==> src/rtl/pipeline_pkg.sv <==
// Shared definitions for the MIPS pipeline sequencing controller:
// FSM state encoding, default register-index width and hazard stall-need codes.
// Imported by pipeline_hazard_ctrl and hazard_need_detect.
package pipeline_pkg;

  // Default width of a register index (32 architectural registers)
  localparam int NB_REG_DEF = 5;

  // Sequencing controller states
  typedef enum logic [2:0] {
    ST_RUN    = 3'd0,
    ST_STALL  = 3'd1,
    ST_DRAIN  = 3'd2,
    ST_HALTED = 3'd3,
    ST_STEP   = 3'd4
  } state_t;

  // Number of bubble cycles the instruction in ID must wait
  typedef logic [1:0] need_t;

  localparam need_t NEED_NONE = 2'd0;
  localparam need_t NEED_ONE  = 2'd1;
  localparam need_t NEED_TWO  = 2'd2;

  // True when the decode instruction cannot leave ID this cycle
  function automatic logic is_stall(input need_t need);
    return need != NEED_NONE;
  endfunction

endpackage

==> src/rtl/hazard_need_detect.sv <==
// Combinational hazard classifier for the instruction sitting in ID.
// Zero latency: need is a pure function of the current ID/EX/MEM indices and controls.
// No flow control of its own; the sequencing FSM acts on the need code.
module hazard_need_detect
  import pipeline_pkg::*;
#(
  parameter int NB_REG = NB_REG_DEF
) (
  input  logic [NB_REG-1:0] rs_dec,
  input  logic [NB_REG-1:0] rt_dec,
  input  logic              uses_rt_dec,
  input  logic              branch_dec,
  input  logic              ex_mem_read,
  input  logic              ex_reg_write,
  input  logic [NB_REG-1:0] ex_write_reg,
  input  logic              mem_mem_read,
  input  logic [NB_REG-1:0] mem_write_reg,
  output need_t             need
);

  logic ex_match;
  logic mem_match;

  // r0 is hardwired to zero, so a write to it never creates a dependency.
  assign ex_match  = (ex_write_reg != '0) &&
                     ((rs_dec == ex_write_reg) || (uses_rt_dec && (rt_dec == ex_write_reg)));
  assign mem_match = (mem_write_reg != '0) &&
                     ((rs_dec == mem_write_reg) || (uses_rt_dec && (rt_dec == mem_write_reg)));

  // Classify the dependency. Branches compare in ID, so they need operands one
  // stage earlier than ALU ops: an ALU result in EX or a load in MEM costs one
  // bubble, and a load in EX costs two. Non-branch consumers only wait on a
  // load in EX; everything else is covered by the EX forwarding paths.
  always_comb begin
    need = NEED_NONE;
    if (ex_mem_read && ex_match && branch_dec) begin
      need = NEED_TWO;
    end else if ((ex_mem_read && ex_match) ||
                 (ex_reg_write && ex_match && branch_dec) ||
                 (mem_mem_read && mem_match && branch_dec)) begin
      need = NEED_ONE;
    end
  end

endmodule

==> src/rtl/pipeline_hazard_ctrl.sv <==
// Pipeline sequencing controller: PC / IF/ID write, IF/ID flush and ID/EX bubble
// control for load-use and branch-in-decode hazards, plus debug halt/drain/step.
// Outputs are combinational from the registered state and current inputs.
// Optional stall-cycle counter enabled by defining HAZARD_STALL_COUNT_EN.
module pipeline_hazard_ctrl
  import pipeline_pkg::*;
#(
  parameter int NB_REG     = NB_REG_DEF,
  parameter int PIPE_DRAIN = 4,
  parameter int NB_CNT     = 32
) (
  input  logic              clock,
  input  logic              reset,
  input  logic [NB_REG-1:0] rs_dec_i,
  input  logic [NB_REG-1:0] rt_dec_i,
  input  logic              uses_rt_dec_i,
  input  logic              branch_dec_i,
  input  logic              branch_taken_i,
  input  logic              ex_mem_read_i,
  input  logic              ex_reg_write_i,
  input  logic [NB_REG-1:0] ex_write_reg_i,
  input  logic              mem_mem_read_i,
  input  logic [NB_REG-1:0] mem_write_reg_i,
  input  logic              halt_req_i,
  input  logic              step_req_i,
  output logic              pc_write_o,
  output logic              ifid_write_o,
  output logic              ifid_flush_o,
  output logic              idex_bubble_o,
  output logic              halted_o,
  output logic [NB_CNT-1:0] stall_cycles_o
);

  // Wide enough to hold PIPE_DRAIN, the value loaded after a single step.
  localparam int CNT_W = $clog2(PIPE_DRAIN + 1);

  state_t           state;
  logic [CNT_W-1:0] cnt;
  need_t            need;

  hazard_need_detect #(
    .NB_REG(NB_REG)
  ) u_need (
    .rs_dec       (rs_dec_i),
    .rt_dec       (rt_dec_i),
    .uses_rt_dec  (uses_rt_dec_i),
    .branch_dec   (branch_dec_i),
    .ex_mem_read  (ex_mem_read_i),
    .ex_reg_write (ex_reg_write_i),
    .ex_write_reg (ex_write_reg_i),
    .mem_mem_read (mem_mem_read_i),
    .mem_write_reg(mem_write_reg_i),
    .need         (need)
  );

  // Output decode. The default is the hold/bubble pattern, which is also what
  // the pipeline sees while reset is asserted; only RUN without a hazard or a
  // pending halt, and the single STEP cycle, let fetch advance.
  always_comb begin
    pc_write_o    = 1'b0;
    ifid_write_o  = 1'b0;
    ifid_flush_o  = 1'b0;
    idex_bubble_o = 1'b1;
    halted_o      = 1'b0;
    if (!reset) begin
      unique case (state)
        ST_RUN: begin
          if (!is_stall(need) && !halt_req_i) begin
            pc_write_o    = 1'b1;
            ifid_write_o  = 1'b1;
            idex_bubble_o = 1'b0;
            // A taken branch resolved in ID squashes the wrong-path fetch.
            ifid_flush_o  = branch_taken_i;
          end
        end
        ST_STALL: begin
          // Second bubble of a load feeding a branch; inputs are ignored.
        end
        ST_DRAIN: begin
          // Fetch stopped; older instructions retire behind the bubbles.
        end
        ST_HALTED: begin
          halted_o = 1'b1;
        end
        ST_STEP: begin
          // Let exactly one instruction move forward through IF/ID and ID/EX.
          pc_write_o    = 1'b1;
          ifid_write_o  = 1'b1;
          idex_bubble_o = 1'b0;
        end
        default: begin
        end
      endcase
    end
  end

  // Sequencing FSM with the shared stall/drain down-counter.
  always_ff @(posedge clock or posedge reset) begin
    if (reset) begin
      state <= ST_RUN;
      cnt   <= '0;
    end else begin
      unique case (state)
        ST_RUN: begin
          // A one-cycle hazard simply re-evaluates next cycle in RUN; a halt is
          // only accepted once the ID instruction has no outstanding hazard.
          if (need == NEED_TWO) begin
            state <= ST_STALL;
            cnt   <= CNT_W'(1);
          end else if (!is_stall(need) && halt_req_i) begin
            state <= ST_DRAIN;
            cnt   <= CNT_W'(PIPE_DRAIN - 1);
          end
        end
        ST_STALL: begin
          // Leave once the count has been used up; a halt request waits for RUN.
          if (cnt <= CNT_W'(1)) begin
            state <= ST_RUN;
            cnt   <= '0;
          end else begin
            cnt <= cnt - CNT_W'(1);
          end
        end
        ST_DRAIN: begin
          if (cnt == '0) begin
            state <= ST_HALTED;
          end else begin
            cnt <= cnt - CNT_W'(1);
          end
        end
        ST_HALTED: begin
          // A step wins over a simultaneous halt release.
          if (step_req_i) begin
            state <= ST_STEP;
          end else if (!halt_req_i) begin
            state <= ST_RUN;
          end
        end
        ST_STEP: begin
          // The stepped instruction is one stage further in than a normal
          // drain start, hence the full PIPE_DRAIN count.
          state <= ST_DRAIN;
          cnt   <= CNT_W'(PIPE_DRAIN);
        end
        default: begin
          state <= ST_RUN;
          cnt   <= '0;
        end
      endcase
    end
  end

`ifdef HAZARD_STALL_COUNT_EN
  logic [NB_CNT-1:0] stall_cnt;

  // Count bubble cycles spent in RUN/STALL, saturating at all-ones.
  always_ff @(posedge clock or posedge reset) begin
    if (reset) begin
      stall_cnt <= '0;
    end else if (((state == ST_RUN) || (state == ST_STALL)) && idex_bubble_o &&
                 !(&stall_cnt)) begin
      stall_cnt <= stall_cnt + NB_CNT'(1);
    end
  end

  assign stall_cycles_o = stall_cnt;
`else
  assign stall_cycles_o = '0;
`endif

endmodule

==> config.mk <==
export PLATFORM = sky130hd
export DESIGN_NAME = pipeline_hazard_ctrl
export DESIGN_NICKNAME = d
export VERILOG_FILES = /design/src/rtl/pipeline_pkg.sv /design/src/rtl/hazard_need_detect.sv /design/src/rtl/pipeline_hazard_ctrl.sv
export SDC_FILE = /design/constraint.sdc
export NUM_CORES = 1
export LEC_CHECK = 0
export CORE_MARGIN = 3
export CORE_UTILIZATION = 25
export DETAILED_ROUTE_END_ITERATION = 10
export GPL_TIMING_DRIVEN = 0
export PLACE_DENSITY = 0.7
export SKIP_LAST_GASP = 1
export SLEW_MARGIN = 10
export SYNTH_ARGS = -nofsm -noshare
export SYNTH_HDL_FRONTEND = slang
export SYNTH_HIERARCHICAL = 1
export SYNTH_SLANG_ARGS = --single-unit
==> constraint.sdc <==
create_clock -name clock -period 5.8 [get_ports clock]
set_input_delay 1.45 -clock clock [delete_from_list [all_inputs] [get_ports clock]]
set_output_delay 1.45 -clock clock [all_outputs]
set_load 0.01 [all_outputs]
==> run summary, run 1 <==
Floorplan
- 5090 um2 — floorplan die area
- 71.4 um — chip width
- 23 — Rows
- 67 — ports placed on the boundary
- 4060 um2 — placeable core area
- 26.3% — Initial Util
- 71.4 um — Vert. Die Dim

Critical path
- 4.17 ns — register-to-register setup slack
- primary output — crit path capture type
- 4 — largest fanout of any net on the critical path
- mem_write_reg_i[0] — worst setup path start
- cnt[1] — R2R Path Start
- 6 — number of cells traversed by the worst register-to-register path
- in2out — crit path kind
- 4.09 ns — Data arrival, critical path
- 4.35 ns — required time of the critical path
- input pin — critical path startpoint category
- cnt[0] — reg-to-reg critical path endpoint
- pc_write_o — CP Capture Point

Synth
- 133 — number of standard cells after synthesis
- 40 — post-synthesis cell type count
- 0 — EDFF count, synth
- 6 — FF+latch count, synth
- 6 — number of warnings issued by yosys
- 8.03 um2 — mean instance size in the synthesized netlist
- 1070 um2 — cell area after synthesis
- 100% — share of async-settable or async-resettable flops after synthesis
- 14.1% — Seq/Total Area, Yosys
- dfrtp_1 — Top FF cell, synth

STA
- 0.612 ns — worst hold slack
- 0 — final setup violating endpoints
- 0.000476 ns — worst-case clock skew
- 5.54 ns — clock period minus worst slack
- 95.6% — fraction of the cycle the final worst path needs
- 0 — Hold Fails Final Rpt
- no — RSZ-0062 raised after global routing
- 0 — Max Slew Vio Count
- 0.180 GHz — Peak Freq
- 0 ns — Setup Total Neg Slack

Run status
- completed — result of the run

GRT
- 0 — GRT Residual Overflow
- 9.67% — total track usage
- 11 — maximum number of pins on one net before global-route repair
- 4020 um — global-route wire length before repair
- 943 — via count of the first global-routing pass
- 0 — number of antenna violations at the first check in global routing

CTS
- 1 — CTS H-tree depth
- 6 — CTS sink count
- built — CTS tree
- 0 — count of hold buffers inserted by post-cts repair
- 0 — count of buffers added by post-CTS timing repair for setup
- 3 — Num CTS Buffers
- 0.04 ns — clock-pin transition on the worst setup and hold timing paths
- 0.22 ns — clock latency at the later pin of the worst-skew pair
- 0 — number of resized instances in the post-cts repair step
- clkbuf_8 — Clock Tree Root
- 2 — number of buffers on the longest clock path

Power
- 0.775 nW — static leakage power
- 257 nW/um2 — power density over the cells
- 0.0000921 V — highest ir drop seen on vdd

Drt
- 4.12 — per-cell via count in the routed design
- 0 — drt drc
- 2490 um — total wire length after detailed routing
- 4 — Pre-antenna DRT Iters
- 59 — starting DRC count in detailed routing
- 1,033 — via count
- 9.92 um — routed length per instance
- 0 — remaining number of nets flagged by the antenna check after routing

Placed design
- 2160 um — hpwl dp
- 248 — number of instances in the placed design
- 34 — input/output buffers
- 0.845 — last weighted congestion value of the routability-driven placer

Cells and area
- 0 — number of antenna diodes
- 236 — net count of the finished layout
- 410 — Filler Cell Count
- 22.4% — share of layout cells above drive strength 1
- 52.5% — area added between synthesis and finish
- 251 — non-filler cells, final

Min path
- 2 — instance count along the most critical hold path
- reg2reg — path type of the worst min-delay path

Run
- 0 — maxcap violations

-- layer usage --
layer	global-route usage, %	part of all wire, %	up-vias
met5	0	0	-
met4	5.64	2.6	0
met1	11.8	41	447
li1	-	-	534
met3	1.26	8.0	5
met2	16.1	48	47
-- power breakdown --
part / total (mW) / switching [mW] / internal, mW
combinational: 0.276 / 0.137 / 0.139
sequential: 0.0798 / 0.0186 / 0.0611
clock: 0.0637 / 0.0190 / 0.0447
total: 0.419 / 0.174 / 0.245
-- Yosys cell counts, drive strengths merged (2+ instances only) --
master / instances / share of area, %
ha: 3 / 3.5
nand3b: 2 / 1.4
or4: 2 / 1.4
nor3: 8 / 4.2
a21oi: 6 / 3.2
nor4: 2 / 1.8
o21ai: 5 / 2.3
nor2b: 4 / 2.3
xnor2: 6 / 4.9
buf: 36 / 25
and3: 3 / 1.9
o311ai: 2 / 2.3
dfrtp: 6 / 14
inv: 6 / 2.1
nor3b: 2 / 1.4
nor2: 3 / 1.1
a211o: 2 / 1.6
xor2: 16 / 13
nand3: 5 / 2.3
-- worst max-delay path, cell delays in order --
cell	delay, ns
clkdlybuf4s50_1	0.48
xor2_1	0.17
nor4_1	0.34
nand3_1	0.12
a21oi_1	0.21
a21oi_1	0.08
o311ai_2	0.32
nor3_1	0.11
o21a_1	0.21
buf_4	0.13
clkdlybuf4s50_1	0.46
-- how the worst min path moves through the flow --
| stage | startpoint | to |
|---|---|---|
| final | state[2] | state[0] |
| after global placement | state[2] | state[0] |
| after floorplan | state[2] | state[0] |
| after CTS | state[2] | state[0] |
| after detailed placement | state[2] | state[0] |
| after global routing | state[2] | state[0] |
-- registers in the layout (all words and copies together), names as in the netlist --
signal  count
state       3
cnt         3
-- area by class of cell --
class,count,area [um2],share of cell area [%]
Buffer,36,268,16.4
Multi-Input combinational cell,116,744,45.7
Tap cell,50,62.6,3.84
Inverter,6,22.5,1.38
Clock buffer,3,41.3,2.53
Timing Repair Buffer,34,340,20.9
Sequential cell,6,150,9.22
-- through the flow --
stage	worst slack (ns)	utilization [%]	cell area, um2	power [mW]
2_1_floorplan	1.35	-	1180	0.279
5_1_grt	0.0956	40.1	1630	0.454
3_3_place_gp	0.268	39.1	1590	0.348
6_report	0.256	40.1	1630	0.419
4_1_cts	0.244	40.1	1630	0.419
3_5_place_dp	0.245	39.1	1590	0.352
-- placed cells by master (no fill, tap or decap), drive strengths merged, types with 2 or more instances in the layout --
cell type and n:
a21oi 6, nand3b 2, or4 2, o311ai 2, ha 3, nor2b 4
conb 32, clkbuf 3, nor3b 2, clkdlybuf4s50 34, o21ai 5, inv 6
a211o 2, nor3 8, and3 3, xor2 16, nor4 2, nand3 5
dfrtp 6, xnor2 6, nor2 3, buf 36
-- cells by family (layout without fill, tap and decap cells) --
family	after synthesis	after routing	synth area share, %
buffers and inverters	42	79	27.2
AND/OR/NAND/NOR	35	35	20.4
AO/OA/AOI/OAI	24	24	16.5
XOR/XNOR	22	22	18.0
flip-flops	6	6	14.1
adder cells (fa/ha/maj)	3	3	3.51
other	1	32	0.351
Note: power is estimated with default switching activity, not from simulation.
==> run 2, diff against run 1 <==
SLEW_MARGIN = 0   (was 10)
==> results of run 2 <==
The final DEF is identical to that of run 1; final timing and power are the same.
==> run 3, diff against run 2 <==
ABC_AREA = 1   (was default)
MAX_ROUTING_LAYER = met4   (was default)
PLACE_DENSITY = 0.68   (was 0.7)
==> run 3 against run 2 <==
Effect of this change: sequential share of layout area fell by 0.76 points; register-to-register slack improved by 0.27 ns; clock skew grew 0.0011 ns; cell count grew 32%; first-iteration DRC count is 8.5% higher; clock power decreased by 5.5%; count of clock-buffer cells in the layout unchanged; total power increased by 4.7%; via count grew 27%; fmax rose by 8.0%; setup slack improved by 0.41 ns; core utilization decreased by 0.73 points; highest routed layer is now met3.
==> run summary, run 3 <==
Run status
- completed — result of the run

Drt
- 0 — drt drc
- 2640 um — total wire length after detailed routing
- 64 — starting DRC count in detailed routing
- 0 — remaining number of nets flagged by the antenna check after routing
- 4 — Pre-antenna DRT Iters
- 7.94 um — routed length per instance
- 3.96 — per-cell via count in the routed design
- 1,314 — via count

Power
- 247 nW/um2 — power density over the cells
- 1.03 nW — static leakage power
- 439 uW — overall power of the completed layout
- 0.0000985 V — highest ir drop seen on vdd

GRT
- 9.27% — total track usage
- 0 — GRT Residual Overflow
- 4220 um — global-route wire length before repair
- 0 — number of antenna violations at the first check in global routing
- 10 — maximum number of pins on one net before global-route repair
- 1,087 — via count of the first global-routing pass

Floorplan
- 75.6 um — Vert. Die Dim
- 26.9% — Initial Util
- 5720 um2 — floorplan die area
- 4500 um2 — placeable core area
- 75.6 um — chip width
- 24 — Rows
- 67 — ports placed on the boundary

Placed design
- 2430 um — hpwl dp
- 34 — input/output buffers
- 0.840 — last weighted congestion value of the routability-driven placer

CTS
- built — CTS tree
- 0.22 ns — clock latency at the later pin of the worst-skew pair
- clkbuf_8 — Clock Tree Root
- 0 — number of resized instances in the post-cts repair step
- 3 — Num CTS Buffers
- 0.03 ns — clock-pin transition on the worst setup and hold timing paths
- 1 — CTS H-tree depth
- 0 — count of hold buffers inserted by post-cts repair
- 2 — number of buffers on the longest clock path
- 6 — CTS sink count
- 0 — count of buffers added by post-CTS timing repair for setup

Synth
- nand2_1 (60), buf_4 (33), inv_1 (25), nor2_1 (19), nand3_1 (17) — ranking of synthesized cells by instance count
- 6 — number of warnings issued by yosys
- 6 — FF+latch count, synth
- nand2_1 — most frequent cell after synthesis
- dfrtp_1 — Top FF cell, synth
- 1210 um2 — cell area after synthesis
- buf_4 (20%), nand2_1 (19%), dfrtp_1 (12%) — dominant cells by area after synthesis
- 22 — post-synthesis cell type count
- 5.72 um2 — mean instance size in the synthesized netlist
- 3.61% — area share of xor/xnor cells in the synthesized design
- 0 — EDFF count, synth
- 20.4% — proportion of netlist area held by the largest area contributor
- buf_4 — area leader, netlist
- simple AND/OR/NAND/NOR gates — largest family of logic cells by synthesized area
- 212 — number of standard cells after synthesis
- 100% — share of async-settable or async-resettable flops after synthesis
- 12.4% — Seq/Total Area, Yosys
- 3.10% — post-synthesis adder-cell area fraction
- 4.85% — fraction of the mapped netlist area in compound gates
- 44.5% — Synth Area in Simple Gates
- 0% — multiplexer fraction of the synthesized cell area

Cells and area
- 22.5% — share of layout cells above drive strength 1
- nand2_1 (60), clkdlybuf4s50_1 (34), buf_4 (33) — most used cells in the layout excluding fill and tap cells
- 0 — number of antenna diodes
- nand2_1 — most common cell after layout, fill and taps aside
- cnt (3), state (3) — Largest regs
- 315 — net count of the finished layout
- 46.4% — area added between synthesis and finish

Critical path
- in2out — crit path kind
- clkdlybuf4s50_1 — cell with the largest stage delay on the worst path
- 4.35 ns — required time of the critical path
- nand2_1 — Top cell by count, worst path
- 4 — largest fanout of any net on the critical path
- 5 — buffers and inverters on the worst path
- buffers and inverters — cell family contributing the most delay on the critical path
- 0.54 ns — slowest cell delay on critical path
- 3.68 ns — Data arrival, critical path
- input pin — critical path startpoint category
- clkdlybuf4s50_1 -> inv_2 -> nand2_1 -> nand2_1 -> nor2_1 -> nand3_1 -> nand2_2 -> nand4_1 -> nand2_1 -> inv_1 -> nor2_1 -> nand2_1 -> nand2_1 -> and3_2 -> buf_4 -> clkdlybuf4s50_1 — cell-by-cell trace of the critical path
- primary output — crit path capture type

STA
- no — RSZ-0062 raised after global routing
- 88.5% — fraction of the cycle the final worst path needs
- 5.13 ns — clock period minus worst slack
- 0 — final setup violating endpoints
- 0.511 ns — worst hold slack
- 0 — Hold Fails Final Rpt
- 0 ns — Setup Total Neg Slack
- 0.195 GHz — Peak Freq
- 0 — Max Slew Vio Count
- 0.00156 ns — worst-case clock skew

Min path
- reg2reg — path type of the worst min-delay path

Run
- 0 — maxcap violations

==> run 3: cell count changes after synthesis, sizes merged, moves of 6 or more <==
| cell | previous run | this run |
|---|---|---|
| inv | 6 | 35 |
| nand2 | 1 | 66 |
| nand3 | 5 | 20 |
| nor2 | 3 | 25 |
| nor3 | 8 | 2 |
| xor2 | 16 | 3 |
==> run 3: final cells by class <==
| type | count | area, um2 |
|---|---|---|
| plain buffers | 33 | 248 |
| clock buffers | 3 | 41.3 |
| fillers | 489 | 2730 |
| inverters | 35 | 131 |
| multi-input cells | 169 | 800 |
| flip-flops and latches | 6 | 150 |
| well taps | 52 | 65.1 |
| repair buffers | 34 | 340 |
==> run 3: cells by family (layout without fill, tap and decap cells) <==
family / after synthesis / after routing
AOI/OAI and AO/OA: 11 / 11
xor gates and xnor gates: 5 / 5
adders and majority gates: 3 / 3
buffers and inverters: 68 / 105
DFF: 6 / 6
other: 1 / 32
and+or+nand+nor: 118 / 118
==> run 3: per-layer routing <==
| layer | up-vias | part of all wire, % | GRT usage (%) | wire, um |
|---|---|---|---|---|
| li1 | 721 | - | - | - |
| met1 | 540 | 49 | 12.0 | 1280 |
| met2 | 53 | 45 | 15.9 | 1180 |
| met3 | 0 | 6.7 | 1.19 | 176 |
| met4 | 0 | 0 | 0.971 | 0 |
| met5 | - | 0 | - | 0 |
==> run 3: path summary, 6_finish.rpt <==
check                             startpoint          to  slack, ns  cells after the start
setup / recovery           ex_write_reg_i[4]  pc_write_o       0.67                     16
hold / removal                        cnt[1]      cnt[1]       0.51                      2
setup reg to reg                      cnt[0]    state[0]       4.44                      9
hold reg to reg                       cnt[1]      cnt[1]       0.51                      2
max in group asynchronous              reset      cnt[1]       4.07                      2
min in group asynchronous              reset    state[0]       1.50                      2
==> run 3: report_power, final <==
group / internal, mW / total (mW) / switching [mW] / leakage [nW]
Combinational: 0.125 / 0.296 / 0.171 / 0.930
Clock: 0.0444 / 0.0602 / 0.0158 / 0.0216
Sequential: 0.0617 / 0.0824 / 0.0207 / 0.0754
==> run 3: through the flow <==
step                      instances  setup WS [ns]  utilization (%)  instance area (um2)
after detailed placement        329          0.628             38.5                 1730
after CTS                       332          0.628             39.4                 1780
final                           332          0.666             39.4                 1780
after floorplan                 243           1.80                -                 1330
after global placement          329          0.642             38.5                 1730
after global routing            332          0.409             39.4                 1780
==> run 3: tightest hold or removal path, cell delays in order, from the launching register on <==
cell	delay (ns)
dfrtp_1	0.36
nand2_1	0.06
nand2_1	0.06
